### config.mk
export PLATFORM = sky130hd
export DESIGN_NAME = inst_packer_flat
export DESIGN_NICKNAME = d
export VERILOG_FILES = /design/src/rtl/inst_packer_pkg.sv /design/src/rtl/inst_packer_if.sv /design/src/rtl/inst_format_pack.sv /design/src/rtl/inst_packer.sv /design/src/flat_wrapper.sv
export SDC_FILE = /design/constraint.sdc
export NUM_CORES = 1
export LEC_CHECK = 0
export ABC_AREA = 1
export CAP_MARGIN = 20
export CELL_PAD_IN_SITES_DETAIL_PLACEMENT = 1
export CELL_PAD_IN_SITES_GLOBAL_PLACEMENT = 2
export CORE_MARGIN = 2
export CORE_UTILIZATION = 20
export CTS_CLUSTER_DIAMETER = 200
export DETAILED_ROUTE_END_ITERATION = 7
export HOLD_SLACK_MARGIN = 0.08
export MAX_ROUTING_LAYER = met4
export PLACE_DENSITY_LB_ADDON = 0.1
export SLEW_MARGIN = 15
export SYNTH_ARGS = -nofsm -noshare
export SYNTH_HDL_FRONTEND = slang
export SYNTH_SLANG_ARGS = --single-unit
export TNS_END_PERCENT = 1
### constraint.sdc
create_clock -name clk -period 1.4 [get_ports clk]
set_input_delay 0.35 -clock clk [delete_from_list [all_inputs] [get_ports clk]]
set_output_delay 0.35 -clock clk [all_outputs]
set_load 0.05 [all_outputs]
### src/rtl/inst_packer_pkg.sv
// Shared ISA definitions: opcode map, instruction formats, field positions
// and the packer FSM state type.
package inst_packer_pkg;

    localparam int unsigned OP_W     = 6;
    localparam int unsigned REG_W    = 4;
    localparam int unsigned IMM_W    = 16;
    localparam int unsigned MODE_W   = 2;
    localparam int unsigned JOFF_W   = 26;

    localparam int unsigned OP_LSB   = 26;
    localparam int unsigned RD_LSB   = 22;
    localparam int unsigned RS1_LSB  = 18;
    localparam int unsigned RS2_LSB  = 14;
    localparam int unsigned IMM_LSB  = 2;
    localparam int unsigned MODE_LSB = 0;

    localparam logic [OP_W-1:0] OP_AND  = 6'd0;
    localparam logic [OP_W-1:0] OP_OR   = 6'd1;
    localparam logic [OP_W-1:0] OP_XOR  = 6'd2;
    localparam logic [OP_W-1:0] OP_ADDI = 6'd3;
    localparam logic [OP_W-1:0] OP_SUBI = 6'd4;
    localparam logic [OP_W-1:0] OP_ANDI = 6'd5;
    localparam logic [OP_W-1:0] OP_ORI  = 6'd6;
    localparam logic [OP_W-1:0] OP_XORI = 6'd7;
    localparam logic [OP_W-1:0] OP_LD   = 6'd8;
    localparam logic [OP_W-1:0] OP_ST   = 6'd9;
    localparam logic [OP_W-1:0] OP_SLLI = 6'd10;
    localparam logic [OP_W-1:0] OP_SRLI = 6'd11;
    localparam logic [OP_W-1:0] OP_JMP  = 6'd12;
    localparam logic [OP_W-1:0] OP_JAL  = 6'd13;
    localparam logic [OP_W-1:0] OP_RET  = 6'd14;
    localparam logic [OP_W-1:0] OP_PUSH = 6'd15;
    localparam logic [OP_W-1:0] OP_POP  = 6'd16;

    typedef enum logic [2:0] {
        FMT_R, FMT_I, FMT_J, FMT_RET, FMT_S, FMT_ILLEGAL
    } fmt_t;

    typedef enum logic [1:0] {
        S_IDLE, S_ACCEPT, S_WRITE, S_DONE
    } state_t;

    function automatic fmt_t decode_fmt(input logic [OP_W-1:0] op);
        fmt_t f;
        case (op)
            OP_AND, OP_OR, OP_XOR:                      f = FMT_R;
            OP_ADDI, OP_SUBI, OP_ANDI, OP_ORI, OP_XORI,
            OP_LD, OP_ST, OP_SLLI, OP_SRLI:             f = FMT_I;
            OP_JMP, OP_JAL:                             f = FMT_J;
            OP_RET:                                     f = FMT_RET;
            OP_PUSH, OP_POP:                            f = FMT_S;
            default:                                    f = FMT_ILLEGAL;
        endcase
        return f;
    endfunction

endpackage

### src/rtl/inst_packer_if.sv
// Field-tuple stream into the packer and instruction-memory write port out of it.
interface inst_packer_if #(parameter int unsigned ADDR_W = 8);
    import inst_packer_pkg::*;

    logic                in_valid;
    logic                in_ready;
    logic [OP_W-1:0]     op_code;
    logic [REG_W-1:0]    inst_rd;
    logic [REG_W-1:0]    inst_rs1;
    logic [REG_W-1:0]    inst_rs2;
    logic [IMM_W-1:0]    imm_16;
    logic [MODE_W-1:0]   mode;
    logic [JOFF_W-1:0]   jump_offset;
    logic                mem_we;
    logic [ADDR_W-1:0]   mem_addr;
    logic [31:0]         mem_wdata;

    modport master (
        output in_valid, op_code, inst_rd, inst_rs1, inst_rs2, imm_16, mode, jump_offset,
        input  in_ready, mem_we, mem_addr, mem_wdata
    );

    modport slave (
        input  in_valid, op_code, inst_rd, inst_rs1, inst_rs2, imm_16, mode, jump_offset,
        output in_ready, mem_we, mem_addr, mem_wdata
    );

endinterface

### src/rtl/inst_format_pack.sv
// Combinational instruction encoder: places only the fields each format uses,
// leaving every other bit zero, and flags opcodes outside the ISA.
module inst_format_pack
    import inst_packer_pkg::*;
(
    input  logic [OP_W-1:0]   op_code,
    input  logic [REG_W-1:0]  inst_rd,
    input  logic [REG_W-1:0]  inst_rs1,
    input  logic [REG_W-1:0]  inst_rs2,
    input  logic [IMM_W-1:0]  imm_16,
    input  logic [MODE_W-1:0] mode,
    input  logic [JOFF_W-1:0] jump_offset,
    output logic [31:0]       word,
    output logic              illegal
);

    always_comb begin
        word    = '0;
        illegal = 1'b0;
        word[OP_LSB +: OP_W] = op_code;
        case (decode_fmt(op_code))
            FMT_R: begin
                word[RD_LSB  +: REG_W] = inst_rd;
                word[RS1_LSB +: REG_W] = inst_rs1;
                word[RS2_LSB +: REG_W] = inst_rs2;
            end
            FMT_I: begin
                word[RD_LSB   +: REG_W]  = inst_rd;
                word[RS1_LSB  +: REG_W]  = inst_rs1;
                word[IMM_LSB  +: IMM_W]  = imm_16;
                word[MODE_LSB +: MODE_W] = mode;
            end
            FMT_J:   word[0 +: JOFF_W] = jump_offset;
            FMT_RET: ;
            FMT_S:   word[RD_LSB +: REG_W] = inst_rd;
            default: begin
                word    = '0;
                illegal = 1'b1;
            end
        endcase
    end

endmodule

### src/rtl/inst_packer.sv
// Load-session controller: accepts field tuples, packs legal instructions and
// writes them to consecutive instruction-memory words, one write per 2 cycles.
module inst_packer
    import inst_packer_pkg::*;
#(
    parameter int unsigned ADDR_W = 8
) (
    input  logic              clk,
    input  logic              rst_n,
    input  logic              start,
    input  logic [ADDR_W-1:0] base_addr,
    input  logic [ADDR_W-1:0] count,
    inst_packer_if.slave      bus,
    output logic              busy,
    output logic              done,
    output logic              err_illegal
);

    state_t            state_q, state_d;
    logic [ADDR_W-1:0] addr_q, rem_q;
    logic [31:0]       word_q, pack_word;
    logic              pack_illegal, hs;

    inst_format_pack u_pack (
        .op_code     (bus.op_code),
        .inst_rd     (bus.inst_rd),
        .inst_rs1    (bus.inst_rs1),
        .inst_rs2    (bus.inst_rs2),
        .imm_16      (bus.imm_16),
        .mode        (bus.mode),
        .jump_offset (bus.jump_offset),
        .word        (pack_word),
        .illegal     (pack_illegal)
    );

    assign hs = bus.in_valid && (state_q == S_ACCEPT);

    always_ff @(posedge clk or negedge rst_n) begin
        if (!rst_n) state_q <= S_IDLE;
        else        state_q <= state_d;
    end

    always_comb begin
        state_d = state_q;
        case (state_q)
            S_IDLE:   if (start) state_d = (count == '0) ? S_DONE : S_ACCEPT;
            S_ACCEPT: if (hs && !pack_illegal) state_d = S_WRITE;
            S_WRITE:  state_d = (rem_q == ADDR_W'(1)) ? S_DONE : S_ACCEPT;
            S_DONE:   state_d = S_IDLE;
            default:  state_d = S_IDLE;
        endcase
    end

    always_comb begin
        bus.in_ready  = (state_q == S_ACCEPT);
        bus.mem_we    = (state_q == S_WRITE);
        bus.mem_addr  = addr_q;
        bus.mem_wdata = word_q;
        busy          = (state_q != S_IDLE);
        done          = (state_q == S_DONE);
    end

    // Illegal opcodes are consumed in ACCEPT but leave address, count and word untouched.
    always_ff @(posedge clk or negedge rst_n) begin
        if (!rst_n) begin
            addr_q      <= '0;
            rem_q       <= '0;
            word_q      <= '0;
            err_illegal <= 1'b0;
        end else begin
            case (state_q)
                S_IDLE: if (start) begin
                    addr_q      <= base_addr;
                    rem_q       <= count;
                    err_illegal <= 1'b0;
                end
                S_ACCEPT: if (hs) begin
                    if (pack_illegal) err_illegal <= 1'b1;
                    else              word_q      <= pack_word;
                end
                S_WRITE: begin
                    addr_q <= addr_q + ADDR_W'(1);
                    rem_q  <= rem_q - ADDR_W'(1);
                end
                default: ;
            endcase
        end
    end

endmodule

### src/flat_wrapper.sv
// flat-port wrapper written by rule: the top's interface ports become plain ports
module inst_packer_flat import inst_packer_pkg::*;
#(
    parameter int unsigned ADDR_W = 8
)
  (clk, rst_n, start, base_addr, count, busy, done, err_illegal, bus_in_valid, bus_op_code, bus_inst_rd, bus_inst_rs1, bus_inst_rs2, bus_imm_16, bus_mode, bus_jump_offset, bus_in_ready, bus_mem_we, bus_mem_addr, bus_mem_wdata);
  inst_packer_if #(.ADDR_W(ADDR_W)) bus_i ();
  input  logic clk;
  input  logic rst_n;
  input  logic start;
  input  logic [ADDR_W-1:0] base_addr;
  input  logic [ADDR_W-1:0] count;
  output logic busy;
  output logic done;
  output logic err_illegal;
  input wire logic [$bits(bus_i.in_valid)-1:0] bus_in_valid;
  input wire logic [$bits(bus_i.op_code)-1:0] bus_op_code;
  input wire logic [$bits(bus_i.inst_rd)-1:0] bus_inst_rd;
  input wire logic [$bits(bus_i.inst_rs1)-1:0] bus_inst_rs1;
  input wire logic [$bits(bus_i.inst_rs2)-1:0] bus_inst_rs2;
  input wire logic [$bits(bus_i.imm_16)-1:0] bus_imm_16;
  input wire logic [$bits(bus_i.mode)-1:0] bus_mode;
  input wire logic [$bits(bus_i.jump_offset)-1:0] bus_jump_offset;
  output wire logic [$bits(bus_i.in_ready)-1:0] bus_in_ready;
  output wire logic [$bits(bus_i.mem_we)-1:0] bus_mem_we;
  output wire logic [$bits(bus_i.mem_addr)-1:0] bus_mem_addr;
  output wire logic [$bits(bus_i.mem_wdata)-1:0] bus_mem_wdata;
  assign bus_i.in_valid = bus_in_valid;
  assign bus_i.op_code = bus_op_code;
  assign bus_i.inst_rd = bus_inst_rd;
  assign bus_i.inst_rs1 = bus_inst_rs1;
  assign bus_i.inst_rs2 = bus_inst_rs2;
  assign bus_i.imm_16 = bus_imm_16;
  assign bus_i.mode = bus_mode;
  assign bus_i.jump_offset = bus_jump_offset;
  assign bus_in_ready = bus_i.in_ready;
  assign bus_mem_we = bus_i.mem_we;
  assign bus_mem_addr = bus_i.mem_addr;
  assign bus_mem_wdata = bus_i.mem_wdata;
  inst_packer #(.ADDR_W(ADDR_W)) u_core (.clk(clk), .rst_n(rst_n), .start(start), .base_addr(base_addr), .count(count), .bus(bus_i), .busy(busy), .done(done), .err_illegal(err_illegal));
endmodule
==> results of run 1 <==
[final cells by class]
| type | count | area, um2 | area share |
|---|---|---|---|
| Timing Repair Buffer | 174 | 2210 | 0.403 |
| Multi-Input combinational cell | 309 | 1500 | 0.274 |
| Sequential cell | 51 | 1280 | 0.233 |
| Tap cell | 184 | 230 | 0.0420 |
| Clock buffer | 6 | 129 | 0.0235 |
| Inverter | 27 | 104 | 0.0189 |
| Clock inverter | 1 | 30.0 | 0.00547 |
[state kept, by name, summed over array words and instances, names as in the netlist]
signal	flops
u_core.err_illegal	1
u_core.bus.mem_addr	8
u_core.state_q	2
u_core.bus.mem_wdata	32
u_core.rem_q	8
[through the flow]
| stage | worst slack (ps) | hold slack, ps | power, W | utilization | TNS [ps] |
|---|---|---|---|---|---|
| CTS | -175 | 408 | 0.00956 | 0.378 | -617 |
| global route | -186 | 340 | 0.0101 | 0.380 | -1080 |
| floorplan | -115 | 54.4 | 0.00498 | - | -3810 |
| finish | -141 | 321 | 0.00952 | 0.380 | -514 |
| global placement | -529 | 377 | 0.00787 | 0.357 | -19240 |
| detailed placement | -556 | 382 | 0.00794 | 0.357 | -20530 |
[worst max path at each step]
stage	slack [ps]	to	cells past startpoint	start
after floorplan	-110	u_core.bus.mem_wdata[10]$_DFFE_PN0P_	10	u_core.state_q[1]$_DFFE_PN0P_
after global placement	-530	u_core.bus.mem_wdata[16]$_DFFE_PN0P_	10	bus_op_code[2]
after detailed placement	-560	u_core.bus.mem_wdata[25]$_DFFE_PN0P_	10	bus_op_code[2]
after CTS	-170	bus_in_ready	4	u_core.state_q[1]$_DFFE_PN0P_
after global routing	-190	bus_mem_we	4	u_core.state_q[1]$_DFFE_PN0P_
final	-140	bus_in_ready	4	u_core.state_q[1]$_DFFE_PN0P_
[layer usage]
layer | share of wire | wire length [um] | GRT usage | vias to the layer above
met5 | 0 | 0 | - | -
met3 | 0.050 | 553 | 0.0417 | 6
met4 | 0.0099 | 109 | 0.0314 | 0
met1 | 0.46 | 5060 | 0.185 | 1503
met2 | 0.48 | 5290 | 0.244 | 72
li1 | - | - | - | 1612
[worst min-delay path: stages]
cell and delay [ps]:
buf_2 130, nand2_1 60, nand2_1 50
[repair_timing]
item,in CTS,in global routing
endpoints found under the setup margin,43,43
resized for setup,26,16
hold buffers,1,0
hold endpoints to repair,51,0
cloned,1,0
setup buffers,6,1
pin swaps,5,3
[cell families after synthesis]
kind of cell,Yosys count,share of synthesized area
fa+ha+maj,3,0.0128
buf+inv,42,0.0715
xor+xnor,2,0.00600
flops,51,0.437
simple gates,266,0.397
compound gates,38,0.0762
[power by group through the flow]
stage | registers, W | clock network (W) | logic [W]
4_1_cts | 0.00249 | 0.00151 | 0.00557
3_3_place_gp | 0.00250 | 0 | 0.00537
2_1_floorplan | 0.00344 | 0 | 0.00155
5_1_grt | 0.00257 | 0.00155 | 0.00596
3_5_place_dp | 0.00251 | 0 | 0.00542
6_report | 0.00249 | 0.00144 | 0.00559
[cell usage after synthesis, types with 2 or more instances]
cell type,number,area share
o211ai_1,4,0.010
buf_6,3,0.012
buf_4,2,0.0051
inv_1,24,0.031
clkbuf_1,3,0.0039
buf_2,6,0.010
nand2_1,184,0.24
o21ai_1,3,0.0051
nor2_2,2,0.0043
inv_2,2,0.0026
o22ai_1,5,0.011
ha_1,3,0.013
dfrtp_1,51,0.44
xor2_1,2,0.0060
nor2_4,3,0.012
nand4_1,14,0.030
nand2_2,12,0.026
nor3_1,4,0.0069
a21oi_1,11,0.019
nand3_1,16,0.027
nor2_1,26,0.033
o21ai_0,12,0.021
==> results.md, run 1 <==
* Design Area, Final at 5490 um2
* Maximum VDD drop at 0.629 mV
* Rows at 44
* Mapped Area at 2920 um2
* Die area at 15600 um2
* FF-to-FF End: u_core.bus.mem_addr[6]$_DFFE_PN0P_
* First-pass GRT wire length at 17.9 mm
* Min cycle time layout at 1540 ps
* Tcrit/Tclk final at 1.10
* Hold depth at 3
* Sw frac at 0.429
* Root buf cell: clkbuf_16
* Number of global-route vias before repair at 3366
* Yosys synthesis warning count at 0
* Net Switching at 0.00408 W
* Post-synthesis average cell area at 7.27 um2
* PnR worst setup slack at -141 ps
* CP arrival at 1190 ps
* Routability Congestion at 0.785
* Largest net degree at the start of global routing at 52
* Ys async rst share at 1.00
* Reg power frac at 0.262
* PortBufs at 126
* Post-synth EDFFs at 0
* Crit path max fanout at 3
* All-Layer GR Usage at 0.149
* Sequential fraction of the synthesis area at 0.437
* Power Density at 1740 nW/um2
* Max-cap viol count at 0
* Placed cells at 736
* WP data required at 1050 ps
* FF-to-FF path depth at 7
* ANT nets after route at 0
* Setup repair after global routing missed its margin: yes
* Reg2Reg Setup Slack at 60 ps
* Cell Area, Placed at 5140 um2
* Residual DRC at 0
* I/O pin count at 127
* Max transition margin at 0.743
* Worst reg2reg startpoint: u_core.state_q[1]$_DFFE_PN0P_
* Status: finished with violations
* Initial Utilization at 0.203
* CP max stage delay at 410 ps
* Cell family with most CP delay: flip-flops
* Max clock buf depth at 2
* Antenna violations before repair at 0
* Final setup viols at 4
* Final wirelength at 11.0 mm
* Setup crit end kind: output port
* Failing checks: negative setup slack
* Setup CP Type: register to output port
* DP Wirelength at 8.34 mm
* Hold/Removal Path Class: input pin to register
* CTS tree: yes
* Post-synth cell types at 32
* Worst-Margin Slew at 383 ps
* Worst Setup Start Kind: register
* TritonCTS Buffers at 5
* Die Wd at 125 um
* Post-route insts no fill at 752
* Synthesized netlist cell count at 402
* Ys flop type: dfrtp_1
* Post-synth net total at 487
* Final nets at 653
* Register bit count reported by yosys at 51
* Worst skew pair latency at 310 ps
* Clk network pwr share at 0.151
* Most frequent cells in the layout: 180 x nand2_1, 74 x clkdlybuf4s50_1, 54 x buf_12, 48 x dfrtp_1, 32 x buf_4
* Initial DRC Count at 58
* WHS Endpoint: u_core.bus.mem_wdata[29]$_DFFE_PN0P_
* CP max stage cell: dfrtp_1
* Crit-path cells: buf_4 > nor2_4 > buf_6 > buf_12
* Core area at 14400 um2
* Max Transition Viols Final at 0
* Pint at 0.00544 W
* CTS clk-pin slew, worst paths at 70 ps
* N_diodes at 0
* Synthesis-to-finish area growth at 87.8%
* Drt via density at 4.25
* LEAKAGE at 2.62 nW
* Share of cells above drive strength 1 at 0.257
* Fmax at 649 MHz
* Final hold vios at 0
* DRT Pass-1 Iters at 4
* Worst setup skew after layout at 7.43 ps
* Die height at 125 um
* Grt total ovfl at 0
* Commonest non-fill, non-tap cell in the layout: nand2_1
* Fillers at 1731
* Routed wire per std cell at 14.6 um
* Gate power share at 0.588
* Hold_sp: bus_op_code[3]
* WP buf/inv at 3
* CTS Sinks at 51
* Vias at 3193
* H-tree levels at 2
Note: power is estimated with default switching activity, not from simulation.
==> inputs of run 2 (changes only) <==
--- a/config.mk
+++ b/config.mk
@@ -6,7 +6,6 @@
 export NUM_CORES = 1
 export LEC_CHECK = 0
 export ABC_AREA = 1
-export CAP_MARGIN = 20
 export CELL_PAD_IN_SITES_DETAIL_PLACEMENT = 1
 export CELL_PAD_IN_SITES_GLOBAL_PLACEMENT = 2
 export CORE_MARGIN = 2
@@ -20,4 +19,3 @@
 export SYNTH_ARGS = -nofsm -noshare
 export SYNTH_HDL_FRONTEND = slang
 export SYNTH_SLANG_ARGS = --single-unit
-export TNS_END_PERCENT = 1
==> results.md, run 2 (same netlist as run 1, synthesis figures left out) <==
* Worst path most repeated cell: buf_6
* Share of cells above drive strength 1 at 0.310 (+0.0533)
* Antenna violations before repair at 0 (unchanged)
* Min cycle time layout at 1520 ps (-22.2 ps)
* CP arrival at 1170 ps (-20 ps)
* Worst setup skew after layout at 5.92 ps (-1.51 ps)
* Final wirelength at 11.3 mm (+3.0%)
* All-Layer GR Usage at 0.157 (+0.00807)
* Die Wd at 125 um (unchanged)
* Drt via density at 4.30 (+1.4%)
* Core area at 14400 um2 (unchanged)
* Initial Utilization at 0.203 (unchanged)
* Worst-Margin Slew at 354 ps (-28.7 ps)
* LEAKAGE at 2.75 nW (+4.7%)
* Setup crit end kind: output port
* Worst Setup Start Kind: register
* Most frequent cells in the layout: 161 x nand2_1, 74 x clkdlybuf4s50_1, 55 x buf_12, 46 x dfrtp_1, 31 x nand2_2
* Reg area at 1280 um2 (+0.20%)
* CP max stage cell: dfrtp_1
* DRT met1 WL at 4.80 mm (-5.2%)
* Hold/Removal Path Class: input pin to register
* Routed wire per std cell at 14.8 um (+1.4%)
* Root buf cell: clkbuf_16
* Vias at 3288 (+3.0%)
* I/O pin count at 127 (unchanged)
* Initial DRC Count at 85 (+47%)
* CTS clk-pin slew, worst paths at 70 ps (about the same)
* Top sig layer: met4
* Routability Congestion at 0.812 (+3.4%)
* Die height at 125 um (unchanged)
* Setup repair after global routing missed its margin: yes
* Overall power at 0.00966 W (+1.5%)
* PortBufs at 126 (unchanged)
* PnR worst setup slack at -119 ps (+22.2 ps)
* Failing checks: negative setup slack
* First-pass GRT wire length at 19.0 mm (+6.5%)
* CP max stage delay at 410 ps (about the same)
* Cell family with most CP delay: flip-flops
* CTS tree: yes
* Met2 wire length at 5.85 mm (+11%)
* Setup CP Type: register to output port
* Maximum VDD drop at 0.780 mV (+24%)
* Worst skew pair latency at 300 ps (about the same)
* Max clock buf depth at 2 (unchanged)
* Final setup viols at 35 (+31)
* Synthesis-to-finish area growth at 98.7%
* FF-to-FF path depth at 11 (+4)
* Crit-path cells: buf_6 > nor2_4 > buf_6 > buf_12
* Final hold vios at 0 (unchanged)
* Crit path depth at 4 (unchanged)
* WP data required at 1050 ps (about the same)
* Rows at 44 (unchanged)
* Fillers at 1691 (-2.3%)
* DRT Pass-1 Iters at 4 (unchanged)
* Hold depth at 3 (unchanged)
* Die area at 15600 um2 (unchanged)
* ANT nets after route at 0 (unchanged)
* Fmax at 659 MHz (+1.5%)
* CTS Sinks at 51 (unchanged)
* WP buf/inv at 3 (unchanged)
* Max Transition Viols Final at 0 (unchanged)
* Number of global-route vias before repair at 3674 (+9.2%)
* Max FFs per register at 32 (unchanged)
* Largest net degree at the start of global routing at 52 (unchanged)
* Final nets at 664 (+1.7%)
* Status: finished with violations
* Met3 Wirelength at 619 um (+12%)
* Multi-input logic area at 1610 um2 (+6.9%)
* TritonCTS Buffers at 5 (unchanged)
* Commonest non-fill, non-tap cell in the layout: nand2_1
* Crit path max fanout at 4 (+1)
* Power Density at 1660 nW/um2 (-4.1%)
* Grt total ovfl at 0 (unchanged)
* Residual DRC at 0 (unchanged)
* Max transition margin at 0.762 (+0.0195)
* Utilization after layout at 0.402 (+0.0221)
* Max-cap viol count at 0 (unchanged)
* H-tree levels at 2 (unchanged)
* DP Wirelength at 8.34 mm (about the same)
* N_diodes at 0 (unchanged)
* Tcrit/Tclk final at 1.08 (-0.0158)
[run 2: final timing paths]
| kind | startpoint | endpoint | slack [ps] |
|---|---|---|---|
| max | u_core.state_q[1]$_DFFE_PN0P_ | bus_in_ready | -120 |
| max in group asynchronous | rst_n | u_core.state_q[0]$_DFFE_PN0P_ | 550 |
| min | bus_op_code[3] | u_core.bus.mem_wdata[29]$_DFFE_PN0P_ | 410 |
| max reg2reg | u_core.state_q[1]$_DFFE_PN0P_ | u_core.bus.mem_wdata[27]$_DFFE_PN0P_ | -70 |
| min reg2reg | u_core.rem_q[7]$_DFFE_PN0P_ | u_core.rem_q[7]$_DFFE_PN0P_ | 510 |
| min in group asynchronous | rst_n | u_core.bus.mem_wdata[7]$_DFFE_PN0P_ | 570 |
[run 2: stage by stage]
stage / cells / setup WS [ps] / hold slack, ps / setup TNS (ps) / instance area, um2
final: 764 / -119 / 410 / -2020 / 5800
after global routing: 764 / -180 / 425 / -5530 / 5800
after CTS: 757 / -159 / 401 / -3270 / 5660
after detailed placement: 731 / -562 / 381 / -20250 / 5140
after global placement: 731 / -514 / 382 / -18020 / 5140
after floorplan: 402 / -105 / 54.4 / -2050 / 3000
[run 2: layout make-up]
| class | count | share of cell area |
|---|---|---|
| flip-flops and latches | 51 | 0.221 |
| multi-input cells | 309 | 0.277 |
| well taps | 184 | 0.0397 |
| inverters | 27 | 0.0205 |
| clock buffers | 8 | 0.0235 |
| repair buffers | 185 | 0.419 |
[run 2: worst reg2reg max path, cell delays in order (launching register included)]
cell and delay, ps:
dfrtp_1 410, buf_6 140, nor2_4 80, buf_4 120, nand2_4 50, inv_4 80, nand2_8 90, inv_8 80
buf_12 110, buf_12 130, nand2_1 60, nand2_1 50
[run 2: timing repair]
item                       in CTS  in global routing
hold endpoints to repair       51                  0
setup endpoints to repair      39                 51
setup buffers                  13                  7
pin swaps                      26                  5
gates cloned                    5                  0
hold buffers                    1                  0
gates resized for setup        56                 24
[run 2: where the power goes]
group	leakage [nW]	total, W	internal [W]	switching, W
Clock	0.0652	0.00125	0.000669	0.000577
Combinational	2.03	0.00584	0.00282	0.00302
Sequential	0.655	0.00257	0.00196	0.000609
[run 2: layer usage]
metal / GRT usage / vias up
met1: 0.177 / 1572
met5: - / -
met2: 0.278 / 73
met4: 0.0327 / 0
met3: 0.0451 / 6
li1: - / 1637
==> inputs of run 3 (changes only) <==
--- a/config.mk
+++ b/config.mk
@@ -12,6 +12,7 @@
 export CORE_UTILIZATION = 20
 export CTS_CLUSTER_DIAMETER = 200
 export DETAILED_ROUTE_END_ITERATION = 7
+export GPL_ROUTABILITY_DRIVEN = 0
 export HOLD_SLACK_MARGIN = 0.08
 export MAX_ROUTING_LAYER = met4
 export PLACE_DENSITY_LB_ADDON = 0.1
==> results of run 3 <==
Final layout, timing and power as in run 2 (identical DEF).
